===== config.mk =====
export PLATFORM = sky130hd
export DESIGN_NAME = alu_ctrl
export DESIGN_NICKNAME = d
export VERILOG_FILES = /design/src/rtl/alu_pkg.sv /design/src/rtl/alu_ctrl_decode.sv /design/src/rtl/alu_ctrl.sv
export SDC_FILE = /design/constraint.sdc
export NUM_CORES = 1
export LEC_CHECK = 0
export ABC_AREA = 1
export CORE_MARGIN = 2
export CORE_UTILIZATION = 48
export CTS_CLUSTER_DIAMETER = 30
export DETAILED_ROUTE_END_ITERATION = 10
export HOLD_SLACK_MARGIN = 0.12
export PLACE_DENSITY = 0.82
export SLEW_MARGIN = 20
export SYNTH_ARGS = -nofsm -noshare
export SYNTH_HDL_FRONTEND = slang
export SYNTH_HIERARCHICAL = 1
export SYNTH_SLANG_ARGS = --single-unit

===== constraint.sdc =====
create_clock -name clk -period 2.4 [get_ports clk]
set_input_delay 0.36 -clock clk [delete_from_list [all_inputs] [get_ports clk]]
set_output_delay 0.36 -clock clk [all_outputs]
set_load 0.05 [all_outputs]

===== src/rtl/alu_pkg.sv =====
// alu_pkg: shared ALU op codes, instruction field positions and sequencer states
package alu_pkg;
    localparam int N = 16;
    localparam logic [3:0] OP_ZERO   = 4'h0;
    localparam logic [3:0] OP_LOAD_A = 4'h1;
    localparam logic [3:0] OP_LOAD_B = 4'h3;
    localparam logic [3:0] OP_SHIFT  = 4'h8;
    localparam logic [3:0] OP_ADD    = 4'h9;
    localparam logic [3:0] OP_CMP    = 4'hA;
    localparam logic [3:0] OP_NEG    = 4'hB;
    localparam logic [3:0] OP_AND    = 4'hC;
    localparam logic [3:0] OP_OR     = 4'hD;
    localparam logic [3:0] OP_XOR    = 4'hE;
    localparam logic [3:0] OP_NOP    = 4'h0;
    localparam logic [3:0] OP_LDI    = 4'h2;
    localparam logic [3:0] OP_HALT   = 4'hF;
    localparam int F_OPC  = 12;
    localparam int F_DST  = 9;
    localparam int F_SRCA = 6;
    localparam int F_SRCB = 3;
    typedef enum logic [2:0] {FETCH, IMM, EXEC, WB, HALTED} state_t;
endpackage


===== src/rtl/alu_ctrl_decode.sv =====
// alu_ctrl_decode: opcode classification for the sequencer
module alu_ctrl_decode
    import alu_pkg::*;
(
    input  logic [3:0] opcode,
    output logic       is_alu,
    output logic       is_ldi,
    output logic       is_nop,
    output logic       is_halt,
    output logic       is_illegal,
    output logic       is_cmp
);
    assign is_alu     = opcode inside {OP_LOAD_A, OP_LOAD_B, OP_SHIFT, OP_ADD, OP_CMP,
                                       OP_NEG, OP_AND, OP_OR, OP_XOR};
    assign is_ldi     = opcode == OP_LDI;
    assign is_nop     = opcode == OP_NOP;
    assign is_halt    = opcode == OP_HALT;
    assign is_illegal = opcode inside {[4'h4:4'h7]};
    assign is_cmp     = opcode == OP_CMP;
endmodule


===== src/rtl/alu_ctrl.sv =====
// alu_ctrl: FETCH/IMM/EXEC/WB sequencer issuing aluop, register selects and write-back
module alu_ctrl
    import alu_pkg::*;
(
    input  logic         clk,
    input  logic         reset,
    input  logic         instr_valid,
    input  logic [15:0]  instr_data,
    output logic         instr_ready,
    input  logic [N-1:0] alu_y,
    output logic [3:0]   aluop,
    output logic [2:0]   sel_a,
    output logic [2:0]   sel_b,
    output logic         b_imm,
    output logic [N-1:0] imm,
    output logic         wr_en,
    output logic [2:0]   wr_sel,
    output logic         flag_eq,
    output logic         flag_lt,
    output logic         halted,
    output logic         illegal,
    output logic [15:0]  retired
);
    state_t     state;
    logic [2:0] dst, src_a, src_b;
    logic       cmp;
    logic       is_alu, is_ldi, is_nop, is_halt, is_illegal, is_cmp;
    logic       unused_bits;

    assign unused_bits = ^{instr_data[2:0], alu_y[N-3:0]};
    assign instr_ready = !reset && (state == FETCH || state == IMM);

    alu_ctrl_decode u_dec (
        .opcode     (instr_data[F_OPC+:4]),
        .is_alu     (is_alu),
        .is_ldi     (is_ldi),
        .is_nop     (is_nop),
        .is_halt    (is_halt),
        .is_illegal (is_illegal),
        .is_cmp     (is_cmp)
    );

    always_ff @(posedge clk or posedge reset) begin
        if (reset) begin
            state   <= FETCH;
            aluop   <= OP_ZERO;
            sel_a   <= '0;
            sel_b   <= '0;
            b_imm   <= 1'b0;
            imm     <= '0;
            wr_en   <= 1'b0;
            wr_sel  <= '0;
            flag_eq <= 1'b0;
            flag_lt <= 1'b0;
            halted  <= 1'b0;
            illegal <= 1'b0;
            retired <= '0;
            dst     <= '0;
            src_a   <= '0;
            src_b   <= '0;
            cmp     <= 1'b0;
        end else begin
            case (state)
                FETCH: if (instr_valid) begin
                    dst     <= instr_data[F_DST+:3];
                    src_a   <= instr_data[F_SRCA+:3];
                    src_b   <= instr_data[F_SRCB+:3];
                    cmp     <= is_cmp;
                    illegal <= illegal | is_illegal;
                    if (is_nop || is_halt) retired <= retired + 16'd1;
                    if (is_halt) begin
                        state  <= HALTED;
                        halted <= 1'b1;
                    end
                    if (is_ldi) state <= IMM;
                    if (is_alu) begin
                        state <= EXEC;
                        aluop <= instr_data[F_OPC+:4];
                        sel_a <= instr_data[F_SRCA+:3];
                        sel_b <= instr_data[F_SRCB+:3];
                    end
                end
                IMM: if (instr_valid) begin
                    imm   <= instr_data;
                    state <= EXEC;
                    aluop <= OP_LOAD_B;
                    sel_a <= src_a;
                    sel_b <= src_b;
                    b_imm <= 1'b1;
                end
                EXEC: begin
                    state  <= WB;
                    wr_en  <= !cmp;
                    wr_sel <= cmp ? 3'd0 : dst;
                end
                WB: begin
                    state   <= FETCH;
                    wr_en   <= 1'b0;
                    wr_sel  <= '0;
                    aluop   <= OP_ZERO;
                    sel_a   <= '0;
                    sel_b   <= '0;
                    b_imm   <= 1'b0;
                    retired <= retired + 16'd1;
                    if (cmp) begin
                        flag_eq <= alu_y[N-1];
                        flag_lt <= alu_y[N-2];
                    end
                end
                HALTED: ;
                default: state <= FETCH;
            endcase
        end
    end
endmodule


==> results.md, run 1 <==
- Leading post-synthesis cells by cell area: sky130_fd_sc_hd__dfrtp_1, sky130_fd_sc_hd__nand2_1, sky130_fd_sc_hd__inv_1, sky130_fd_sc_hd__o21ai_0, sky130_fd_sc_hd__o21ai_2
- Final setup skew: 5.59 ps
- Total negative slack for setup checks: 0 ps
- Commonest non-fill, non-tap cell in the layout: sky130_fd_sc_hd__nand2_1
- Static Leak: 1.98 nW
- Cts repair resizes: 0
- Number of synthesized register bits: 64
- Total I/O pin count: 87
- Final worst slack: 387 ps
- Largest net degree at the start of global routing: 31
- Maximum level of the CTS H-tree: 3
- Synth area leader: sky130_fd_sc_hd__dfrtp_1
- Met3 Use GR: 4.52%
- Setup repair after global routing missed its margin: no
- Worst Hold Class: primary input to asynchronous set/reset pin
- GR met1 Demand/Resource: 26.8%
- Mean instance size in the synthesized netlist: 8.11 um2
- Portion of synthesized cell area occupied by the leading cell type: 49.7%
- Crit path buf inv count: 1
- Worst Path Max Fanout: 6
- Number of antenna violations at the first check in global routing: 0
- Crit path capture type: primary output
- Clock latency reported for the late side of the worst-skew pair: 350 ps
- Count of filler cells inserted in the layout: 515
- Post-Syn Instances: 397
- Final setup violation count: 0
- Clock Sinks: 64
- Total routing usage reported by global routing: 21.5%
- Placed cell areas: 0.00397 mm2
- Sort of element at the start of the critical path: flop
- Total global routing overflow: 0
- Placement Setup Slack: 452 ps
- Number of global-route vias before repair: 2793
- Failing checks: design-rule violations
- Syn-to-layout area delta: 30.5%
- Slew at the pin closest to its max-slew limit: 656 ps
- Crit path time final: 2010 ps
- Number of max-cap violations: 0
- Clock input transition at the sequential cells of the worst setup and hold paths: 70 ps
- Initial core utilization: 50.1%
- Average routed wire per standard cell: 13.2 um
- WS Path Type: flop to primary output
- Grt met2 use: 35.5%
- Die height: 85.9 um
- Count of synthesis-stage warnings from yosys: 6
- Clock buffers created by TritonCTS: 9
- Global-route layer with the greatest usage: met2
- # hold bufs at CTS: 0
- Syn_nets: 433
- Run status: finished, violations left
- TritonCTS clock tree: done
- Fraction of the yosys area taken by sequential cells: 49.7%
- First-pass GRT wire length: 12.5 mm
- CP Cell Sequence: clkdlybuf4s50_1
- Power density over cell area: 532 mW/mm2
- Via count of the routed design: 2831
- Clk buf depth: 2
- Top Family by Delay on Critical Path: buffers and inverters
- Number of antenna cells inserted: 0
- Max incr delay on CP: 850 ps
- Endpoint arrival time on the critical path: 1650 ps
- Final GP Congestion: 0.878
- Initial DRC Count: 167
- Commonest cells after routing, fill and taps aside: sky130_fd_sc_hd__nand2_1, sky130_fd_sc_hd__clkdlybuf4s50_1, sky130_fd_sc_hd__dfrtp_1, sky130_fd_sc_hd__inv_1
- Area enclosed by the die boundary: 0.00738 mm2
- Post-route cell area: 0.00420 mm2
- Upper clock frequency limit: 497 MHz
- Floorplan die width: 85.9 um
- DRC violation count after routing: 5
- Layout cells sized above 1: 11.7%
- Number of antenna-violating nets in the routed design: 0
- Sum of routed wire length over all layers: 7.34 mm
- Mapped Area: 0.00322 mm2
- Max_slew headroom: 56.1%
- Worst hold slack: 427 ps
- Worst vdd ir: 366 uV
- Yosys cell types: 31
- Final-stage net count: 509
- Required arrival time at the worst endpoint: 2040 ps
- Number of port buffers: 72
- Number of post-CTS setup repair buffers: 0
- Critical Path Slowest Stage Cell: sky130_fd_sc_hd__clkdlybuf4s50_1
- DR pass1 iterations: 8
- Detailed Place HPWL: 5.27 mm
- Core Area: 0.00642 mm2
- Slew Limit Fails: 0
- Clock root buffer: sky130_fd_sc_hd__clkbuf_8
- Final count of hold timing violations: 0
- Post-route clock period utilization: 83.9%
- Core utilization of the finished layout: 65.4%
- Ratio of routed vias to standard cells: 5.10
- Number of placement rows: 29
==> stage by stage <==
stage,power [mW],std cells
6_report,2.24,555
5_1_grt,2.32,555
4_1_cts,2.25,555
3_5_place_dp,1.20,539
3_3_place_gp,1.20,539
2_1_floorplan,1.14,397
==> cell type report <==
cell class	count	area, um2	share of cell area (%)
flip-flops and latches	64	1600	38.1
multi-input cells	277	1340	31.8
repair buffers	75	753	17.9
inverters	46	184	4.38
clock buffers	10	138	3.27
well taps	77	96.3	2.29
clock inverters	6	92.6	2.20
==> Yosys cell counts <==
library cell and instances:
sky130_fd_sc_hd__a21oi_1 1, sky130_fd_sc_hd__a31o_2 1, sky130_fd_sc_hd__buf_2 2, sky130_fd_sc_hd__buf_4 1, sky130_fd_sc_hd__buf_6 7, sky130_fd_sc_hd__clkinv_2 1
sky130_fd_sc_hd__dfrtp_1 64, sky130_fd_sc_hd__ha_1 1, sky130_fd_sc_hd__inv_1 39, sky130_fd_sc_hd__inv_2 3, sky130_fd_sc_hd__inv_4 2, sky130_fd_sc_hd__inv_6 1
sky130_fd_sc_hd__nand2_1 158, sky130_fd_sc_hd__nand2_2 3, sky130_fd_sc_hd__nand2_4 4, sky130_fd_sc_hd__nand3_1 17, sky130_fd_sc_hd__nand3_2 1, sky130_fd_sc_hd__nand3_4 1
sky130_fd_sc_hd__nand3b_1 4, sky130_fd_sc_hd__nand4_1 2, sky130_fd_sc_hd__nor2_1 26, sky130_fd_sc_hd__nor2_4 2, sky130_fd_sc_hd__nor2_8 1, sky130_fd_sc_hd__o21a_1 1
sky130_fd_sc_hd__o21ai_0 26, sky130_fd_sc_hd__o21ai_1 6, sky130_fd_sc_hd__o21ai_2 14, sky130_fd_sc_hd__o21bai_1 1, sky130_fd_sc_hd__or2_4 1, sky130_fd_sc_hd__xnor2_1 4
sky130_fd_sc_hd__xor2_1 2
==> state kept, by name, indices dropped and copies added (netlist names), 3 cells and up <==
register  count
imm          16
retired      16
aluop         4
dst           3
sel_a         3
sel_b         3
src_a         3
src_b         3
state         3
wr_sel        3
==> layer usage <==
layer | vias to the layer above | wire length [um]
met1 | 1334 | 3060
met3 | 11 | 515
met4 | 0 | 133
met5 | - | 0
met2 | 102 | 3630
li1 | 1384 | -
==> path summary, 6_finish.rpt <==
kind / startpoint / to / slack (ps) / depth (start not counted)
hold reg to reg: illegal / illegal / 480 / 1
min in group clk: illegal / illegal / 480 / 1
setup / recovery: retired[12] / retired[12] / 390 / 1
max in group asynchronous: reset / sel_b[1] / 1400 / 3
hold / removal: reset / retired[15] / 430 / 2
setup reg to reg: state[2] / imm[6] / 600 / 6
==> where the power goes <==
part | total [mW] | switching, mW | internal [mW] | leakage, nW
clock | 1.06 | 0.444 | 0.616 | 0.109
sequential | 1.08 | 0 | 1.08 | 0.832
combinational | 0.0980 | 0.0566 | 0.0414 | 1.04
==> logic make-up after synthesis <==
group	Yosys count	synth area share (%)
buffers and inverters	56	8.71
XOR/XNOR	6	1.63
adder cells (fa/ha/maj)	1	0.389
AO/OA/AOI/OAI	50	9.68
AND/OR/NAND/NOR	220	29.8
flip-flops	64	49.7
Power figures use the tool's default switching activity.
==> inputs of run 2 (changes only) <==
CORE_UTILIZATION = 44   (was 48)
PLACE_DENSITY = 0.79   (was 0.82)
clock period = 1.8 ns   (was 2.4 ns; I/O delays follow)
==> run 2 against run 1 <==
  * The run now ends clean
  * Cell count rose by 5.4%
  * Flip-flop and latch count did not move
  * Clock skew rose by 1.4 ps
  * Cell area rose by 0.27%
  * Utilization fell by 6.7 points
  * Clock power rose by 8%
  * Critical endpoint is now instr_ready
==> results.md, run 2 (synthesis gave the netlist of run 1 again) <==
- Run status: finished clean
- Number of antenna cells inserted: 0
- Commonest cells after routing, fill and taps aside: sky130_fd_sc_hd__nand2_1, sky130_fd_sc_hd__dfrtp_1, sky130_fd_sc_hd__buf_4, sky130_fd_sc_hd__inv_1
- Commonest non-fill, non-tap cell in the layout: sky130_fd_sc_hd__nand2_1
- Number of port buffers: 72
- Clock input transition at the sequential cells of the worst setup and hold paths: 80 ps
- Layout cells sized above 1: 19.5%
- Final setup skew: 6.99 ps
- Power dissipated by switching net loads: 676 uW
- Slew Limit Fails: 0
- Initial core utilization: 44.9%
- Max_slew headroom: 65.9%
- First-pass GRT wire length: 12.2 mm
- Area of the multi-input gates: 0.00134 mm2
- Worst vdd ir: 412 uV
- Worst Hold Class: primary input to asynchronous set/reset pin
- Share of total power in sequential cells: 53.0%
- Initial DRC Count: 131
- Die height: 89.5 um
- Count of filler cells inserted in the layout: 630
- Combinational cell fraction of total power: 4.9%
- Ratio of routed vias to standard cells: 4.87
- Crit path capture type: primary output
- Required arrival time at the worst endpoint: 1530 ps
- Syn-to-layout area delta: 30.9%
- Sort of element at the start of the critical path: flop
- Detailed Place HPWL: 5.48 mm
- Crit path time final: 1730 ps
- Clock buffers created by TritonCTS: 9
- WS Path Type: flop to primary output
- Clock Sinks: 64
- Clock share of power: 42.1%
- Final-stage net count: 517
- Post-route clock period utilization: 96.1%
- Clock root buffer: sky130_fd_sc_hd__clkbuf_8
- Number of max-cap violations: 0
- Via count of the routed design: 2848
- Static Leak: 2.28 nW
- Maximum level of the CTS H-tree: 3
- DRC violation count after routing: 0
- Total negative slack for setup checks: 0 ps
- Number of antenna-violating nets in the routed design: 0
- TritonCTS clock tree: done
- Upper clock frequency limit: 578 MHz
- Overall power of the completed layout: 2.71 mW
- Setup repair after global routing missed its margin: no
- Largest net degree at the start of global routing: 56
- Endpoint arrival time on the critical path: 1460 ps
- DR pass1 iterations: 4
- Net Sw Frac: 24.9%
- Worst Path Max Fanout: 9
- Average routed wire per standard cell: 12.7 um
- Largest regs: imm (16), retired (16), aluop (4)
- Number of placement rows: 31
- Final count of hold timing violations: 0
- Clk buf depth: 2
- Final setup violation count: 0
- Total I/O pin count: 87
- Slew at the pin closest to its max-slew limit: 511 ps
- Floorplan die width: 89.5 um
- Internal power: 2.04 mW
- Total routing usage reported by global routing: 20.0%
- Core Area: 0.00718 mm2
- Sequential cell area in the final layout: 0.00160 mm2
- Number of post-CTS setup repair buffers: 0
- Number of antenna violations at the first check in global routing: 0
- Area enclosed by the die boundary: 0.00802 mm2
- Total global routing overflow: 0
- Sum of routed wire length over all layers: 7.45 mm
- Clock latency reported for the late side of the worst-skew pair: 340 ps
- Power density over cell area: 644 mW/mm2
- Number of global-route vias before repair: 2774
- Final GP Congestion: 0.901
==> run 2: changes by cell type in the layout (fill, tap and decap cells not counted), sizes merged <==
cell / delta
clkinv: +2
bufinv: -2
dlymetal6s2s: +15
buf: +38
dlygate4sd2: +6
clkdlybuf4s50: -51
==> run 2: worst paths after layout <==
kind                           from     endpoint  slack [ps]  depth (start not counted)
max                        state[2]  instr_ready          70                          4
min                           reset   retired[7]         230                          2
max reg2reg                state[2]     sel_a[2]         300                          8
min reg2reg                 illegal      illegal         470                          1
max in group asynchronous     reset     state[2]        1020                          3
min in group clk            illegal      illegal         470                          1
==> run 2: worst max-delay path, cell delays in order, from the launching register on <==
cell,delay (ps)
sky130_fd_sc_hd__dfrtp_2,490
sky130_fd_sc_hd__nor2_8,210
sky130_fd_sc_hd__inv_4,70
sky130_fd_sc_hd__nor2_1,170
sky130_fd_sc_hd__buf_12,170
==> run 2: layer usage <==
| layer | up-vias | GRT usage (%) | part of all wire, % |
|---|---|---|---|
| met5 | - | 0 | 0 |
| met4 | 0 | 7.19 | 1.7 |
| met3 | 14 | 6.56 | 6.7 |
| met2 | 86 | 34.3 | 51 |
| met1 | 1343 | 23.4 | 41 |
| li1 | 1405 | - | - |
==> run 2: layout make-up <==
cell class / count / area share (%)
multi-input cells: 277 / 31.7
repair buffers: 83 / 18.5
inverters: 46 / 4.45
well taps: 99 / 2.94
flip-flops and latches: 64 / 38.0
clock inverters: 6 / 1.04
clock buffers: 10 / 3.27
==> run 2: stage by stage <==
| stage | std cells | hold slack (ps) | cell area (um2) | worst slack [ps] | utilization, % |
|---|---|---|---|---|---|
| finish | 585 | 225 | 4210 | 70.8 | 58.7 |
| CTS | 585 | 212 | 4180 | 1.72 | 58.2 |
| global route | 585 | 232 | 4210 | 1.10 | 58.7 |
| global placement | 569 | 459 | 4000 | 37.2 | 55.8 |
| detailed placement | 569 | 457 | 4000 | -12.5 | 55.8 |
| floorplan | 397 | 401 | 3220 | 134 | - |
==> run 2: what timing repair did <==
item / 4_1_cts / 5_1_grt
pin swaps: 0 / 0
hold buffers: 0 / 0
resized for setup: 7 / 15
setup endpoints to repair: 7 / 15
==> run 2: power by group through the flow <==
| stage | clock [mW] | sequential, mW | combinational [mW] |
|---|---|---|---|
| after floorplan | 0 | 1.47 | 0.0569 |
| after global placement | 0 | 1.46 | 0.133 |
| after detailed placement | 0 | 1.46 | 0.137 |
| after CTS | 1.18 | 1.44 | 0.137 |
| after global routing | 1.24 | 1.44 | 0.151 |
| final | 1.14 | 1.44 | 0.134 |
==> inputs of run 3 (changes only) <==
ABC_AREA = 0   (was 1)
CORE_UTILIZATION = 42   (was 44)
==> run 3 against run 2 <==
  * Sequential power increased by 63%
  * Largest power group is now combinational logic
  * Area after synthesis decreased by 15%
  * Hold slack improved by 120 ps
  * Total power increased to 2.8 times the previous value
  * Largest cell class unchanged
  * Critical path depth decreased by 3
  * Via count decreased by 28%
  * First-iteration DRC count decreased by 13%
  * Highest routed layer unchanged
==> results.md, run 3 <==
- Run status: finished clean
- Synthesized-area fraction occupied by ao, oa, aoi and oai cells: 8.43%
- Upper clock frequency limit: 567 MHz
- Initial DRC Count: 114
- Floorplan die width: 84.6 um
- Final setup skew: 7.85 ps
- Largest family of logic cells by synthesized area: simple AND/OR/NAND/NOR gates
- Fraction of the yosys area taken by sequential cells: 58.6%
- Post-Synth XOR/XNOR Area: 4.81%
- # hold bufs at CTS: 0
- Total routing usage reported by global routing: 17.3%
- Critical Path Slowest Stage Cell: sky130_fd_sc_hd__clkdlybuf4s50_1
- Depth of the worst register-to-register path: 5
- Yosys cell types: 36
- Cell with the most instances after synthesis: sky130_fd_sc_hd__dfrtp_1
- Top Family by Delay on Critical Path: buffers and inverters
- Share of cell area taken by muxes after synthesis: 12.0%
- Crit path capture type: primary output
- Portion of synthesized cell area occupied by the leading cell type: 58.6%
- Syn_nets: 263
- Worst Hold Class: primary input to asynchronous set/reset pin
- Final setup violation count: 0
- Max incr delay on CP: 810 ps
- Endpoint arrival time on the critical path: 1490 ps
- Maximum level of the CTS H-tree: 3
- Destination of the critical timing path: imm[9]
- Commonest register cell after synthesis: sky130_fd_sc_hd__dfrtp_1
- Setup repair after global routing missed its margin: no
- Clock root buffer: sky130_fd_sc_hd__clkbuf_8
- Clock input transition at the sequential cells of the worst setup and hold paths: 70 ps
- Total global routing overflow: 0
- Syn-to-layout area delta: 41.8%
- Sort of element at the start of the critical path: flop
- Total negative slack for setup checks: 0 ps
- Core utilization of the finished layout: 61.3%
- Worst-case register-to-register setup slack: 120 ps
- Synthesized-area fraction occupied by and/or/nand/nor cells: 13.2%
- First-pass GRT wire length: 9.78 mm
- TritonCTS clock tree: done
- Largest regs: imm (16), retired (16), aluop (4)
- Worst Path Max Fanout: 2
- Commonest non-fill, non-tap cell in the layout: sky130_fd_sc_hd__dfrtp_1
- Post-synth EDFFs: 0
- Number of antenna cells inserted: 0
- Ratio of routed vias to standard cells: 5.14
- Number of antenna violations at the first check in global routing: 0
- Number of synthesized register bits: 64
- Crit path buf inv count: 1
- Required arrival time at the worst endpoint: 1530 ps
- Mean instance size in the synthesized netlist: 12.0 um2
- Clk buf depth: 2
- Number of post-CTS setup repair buffers: 0
- Worst vdd ir: 1090 uV
- Worst reg2reg endpoint: retired[1]
- Crit path time final: 1760 ps
- Post-route clock period utilization: 98.0%
- Final-stage net count: 355
- WS Path Type: flop to primary output
- Count of synthesis-stage warnings from yosys: 6
- Critical Path Stages: 1
- Synth area leader: sky130_fd_sc_hd__dfrtp_1
- Static Leak: 1.84 nW
- Adder-cell area share of the yosys netlist: 0.458%
- Mapped Area: 0.00273 mm2
- Number of global-route vias before repair: 2058
- Via count of the routed design: 2061
- Slew Limit Fails: 0
- Critical path origin: imm[9]
- Largest net degree at the start of global routing: 28
- Max_slew headroom: 61.1%
- Area enclosed by the die boundary: 0.00716 mm2
- Layout cells sized above 1: 30.2%
- Startpoint of the most critical register-to-register path: state[1]
- Sum of routed wire length over all layers: 5.86 mm
- Power density over cell area: 1940 mW/mm2
- Detailed Place HPWL: 4.39 mm
- Ranking of synthesized cells by instance count: sky130_fd_sc_hd__dfrtp_1, sky130_fd_sc_hd__mux2_2, sky130_fd_sc_hd__nand2_1
- Final count of hold timing violations: 0
- Clock buffers created by TritonCTS: 9
- Number of placement rows: 29
- Number of port buffers: 72
- Slew at the pin closest to its max-slew limit: 584 ps
- Number of antenna-violating nets in the routed design: 0
- Leading post-synthesis cells by cell area: sky130_fd_sc_hd__dfrtp_1, sky130_fd_sc_hd__mux2_2, sky130_fd_sc_hd__xnor2_1, sky130_fd_sc_hd__nand2_1, sky130_fd_sc_hd__o21ai_0
- DR pass1 iterations: 4
- Total I/O pin count: 87
- Number of max-cap violations: 0
- Core Area: 0.00631 mm2
- Clock Sinks: 64
- Clock latency reported for the late side of the worst-skew pair: 330 ps
- Initial core utilization: 43.3%
- Post-Syn Instances: 227
- CP Cell Sequence: clkdlybuf4s50_1
- Die height: 84.6 um
- Average routed wire per standard cell: 14.6 um
- DRC violation count after routing: 0
- Overall power of the completed layout: 7.53 mW
- Commonest cells after routing, fill and taps aside: sky130_fd_sc_hd__dfrtp_1, sky130_fd_sc_hd__buf_4, sky130_fd_sc_hd__mux2_2, sky130_fd_sc_hd__clkdlybuf4s50_1, sky130_fd_sc_hd__nand2_1
- Final GP Congestion: 0.792
- Fraction of registers with async set/reset: 100%
==> run 3: cell count changes after synthesis, moves of 9 or more <==
cell | before | now
sky130_fd_sc_hd__a21oi_1 | 1 | 10
sky130_fd_sc_hd__nand2_1 | 158 | 24
sky130_fd_sc_hd__o21ai_2 | 14 | 0
sky130_fd_sc_hd__o21ai_0 | 26 | 11
sky130_fd_sc_hd__inv_1 | 39 | 3
sky130_fd_sc_hd__nand3_1 | 17 | 7
sky130_fd_sc_hd__nor2_1 | 26 | 8
sky130_fd_sc_hd__xnor2_1 | 4 | 14
sky130_fd_sc_hd__mux2_2 | 0 | 28
==> run 3: layout make-up <==
type,instances,area (um2)
Sequential cell,64,1600
Fill cell,527,2440
Clock inverter,6,82.6
Multi-Input combinational cell,149,1070
Inverter,4,18.8
Tap cell,77,96.3
Timing Repair Buffer,91,863
Clock buffer,10,138
==> run 3: per-stage QoR <==
step	hold WS (ps)	area [um2]	std cells	worst slack (ps)
2_1_floorplan	401	2740	227	37.6
3_3_place_gp	442	3630	385	-256
3_5_place_dp	449	3630	385	-270
4_1_cts	358	3840	401	8.69
5_1_grt	373	3870	401	0.566
6_report	345	3870	401	36.7
==> run 3: worst min path at each step <==
stage | to
CTS | retired[0]
detailed placement | illegal
global route | retired[0]
finish | retired[0]
floorplan | aluop[0]
global placement | illegal
==> run 3: cells by family after synthesis <==
group	count (synthesis)
AND/OR/NAND/NOR	69
flip-flops	64
AO/OA/AOI/OAI	35
multiplexers	29
XOR/XNOR	15
buffers and inverters	14
adder cells (fa/ha/maj)	1
==> run 3: per-layer routing <==
metal	vias to the layer above	wire length [um]	share of wire [%]	GRT usage [%]
li1	985	-	-	-
met1	999	2490	42	21.6
met2	69	2780	47	27.8
met3	8	535	9.1	7.57
met4	0	55	0.94	4.62
met5	-	0	0	0
==> run 3: power breakdown <==
part           internal [mW]  switching, mW
combinational           1.39           2.44
clock                  0.810          0.541
sequential              2.01          0.343
total                   4.20           3.32
==> run 3: what timing repair did <==
action                                  CTS  global route
endpoints found under the hold margin     0             0
pin swaps                                 0             1
endpoints found under the setup margin    7            17
gates resized for setup                   7            12
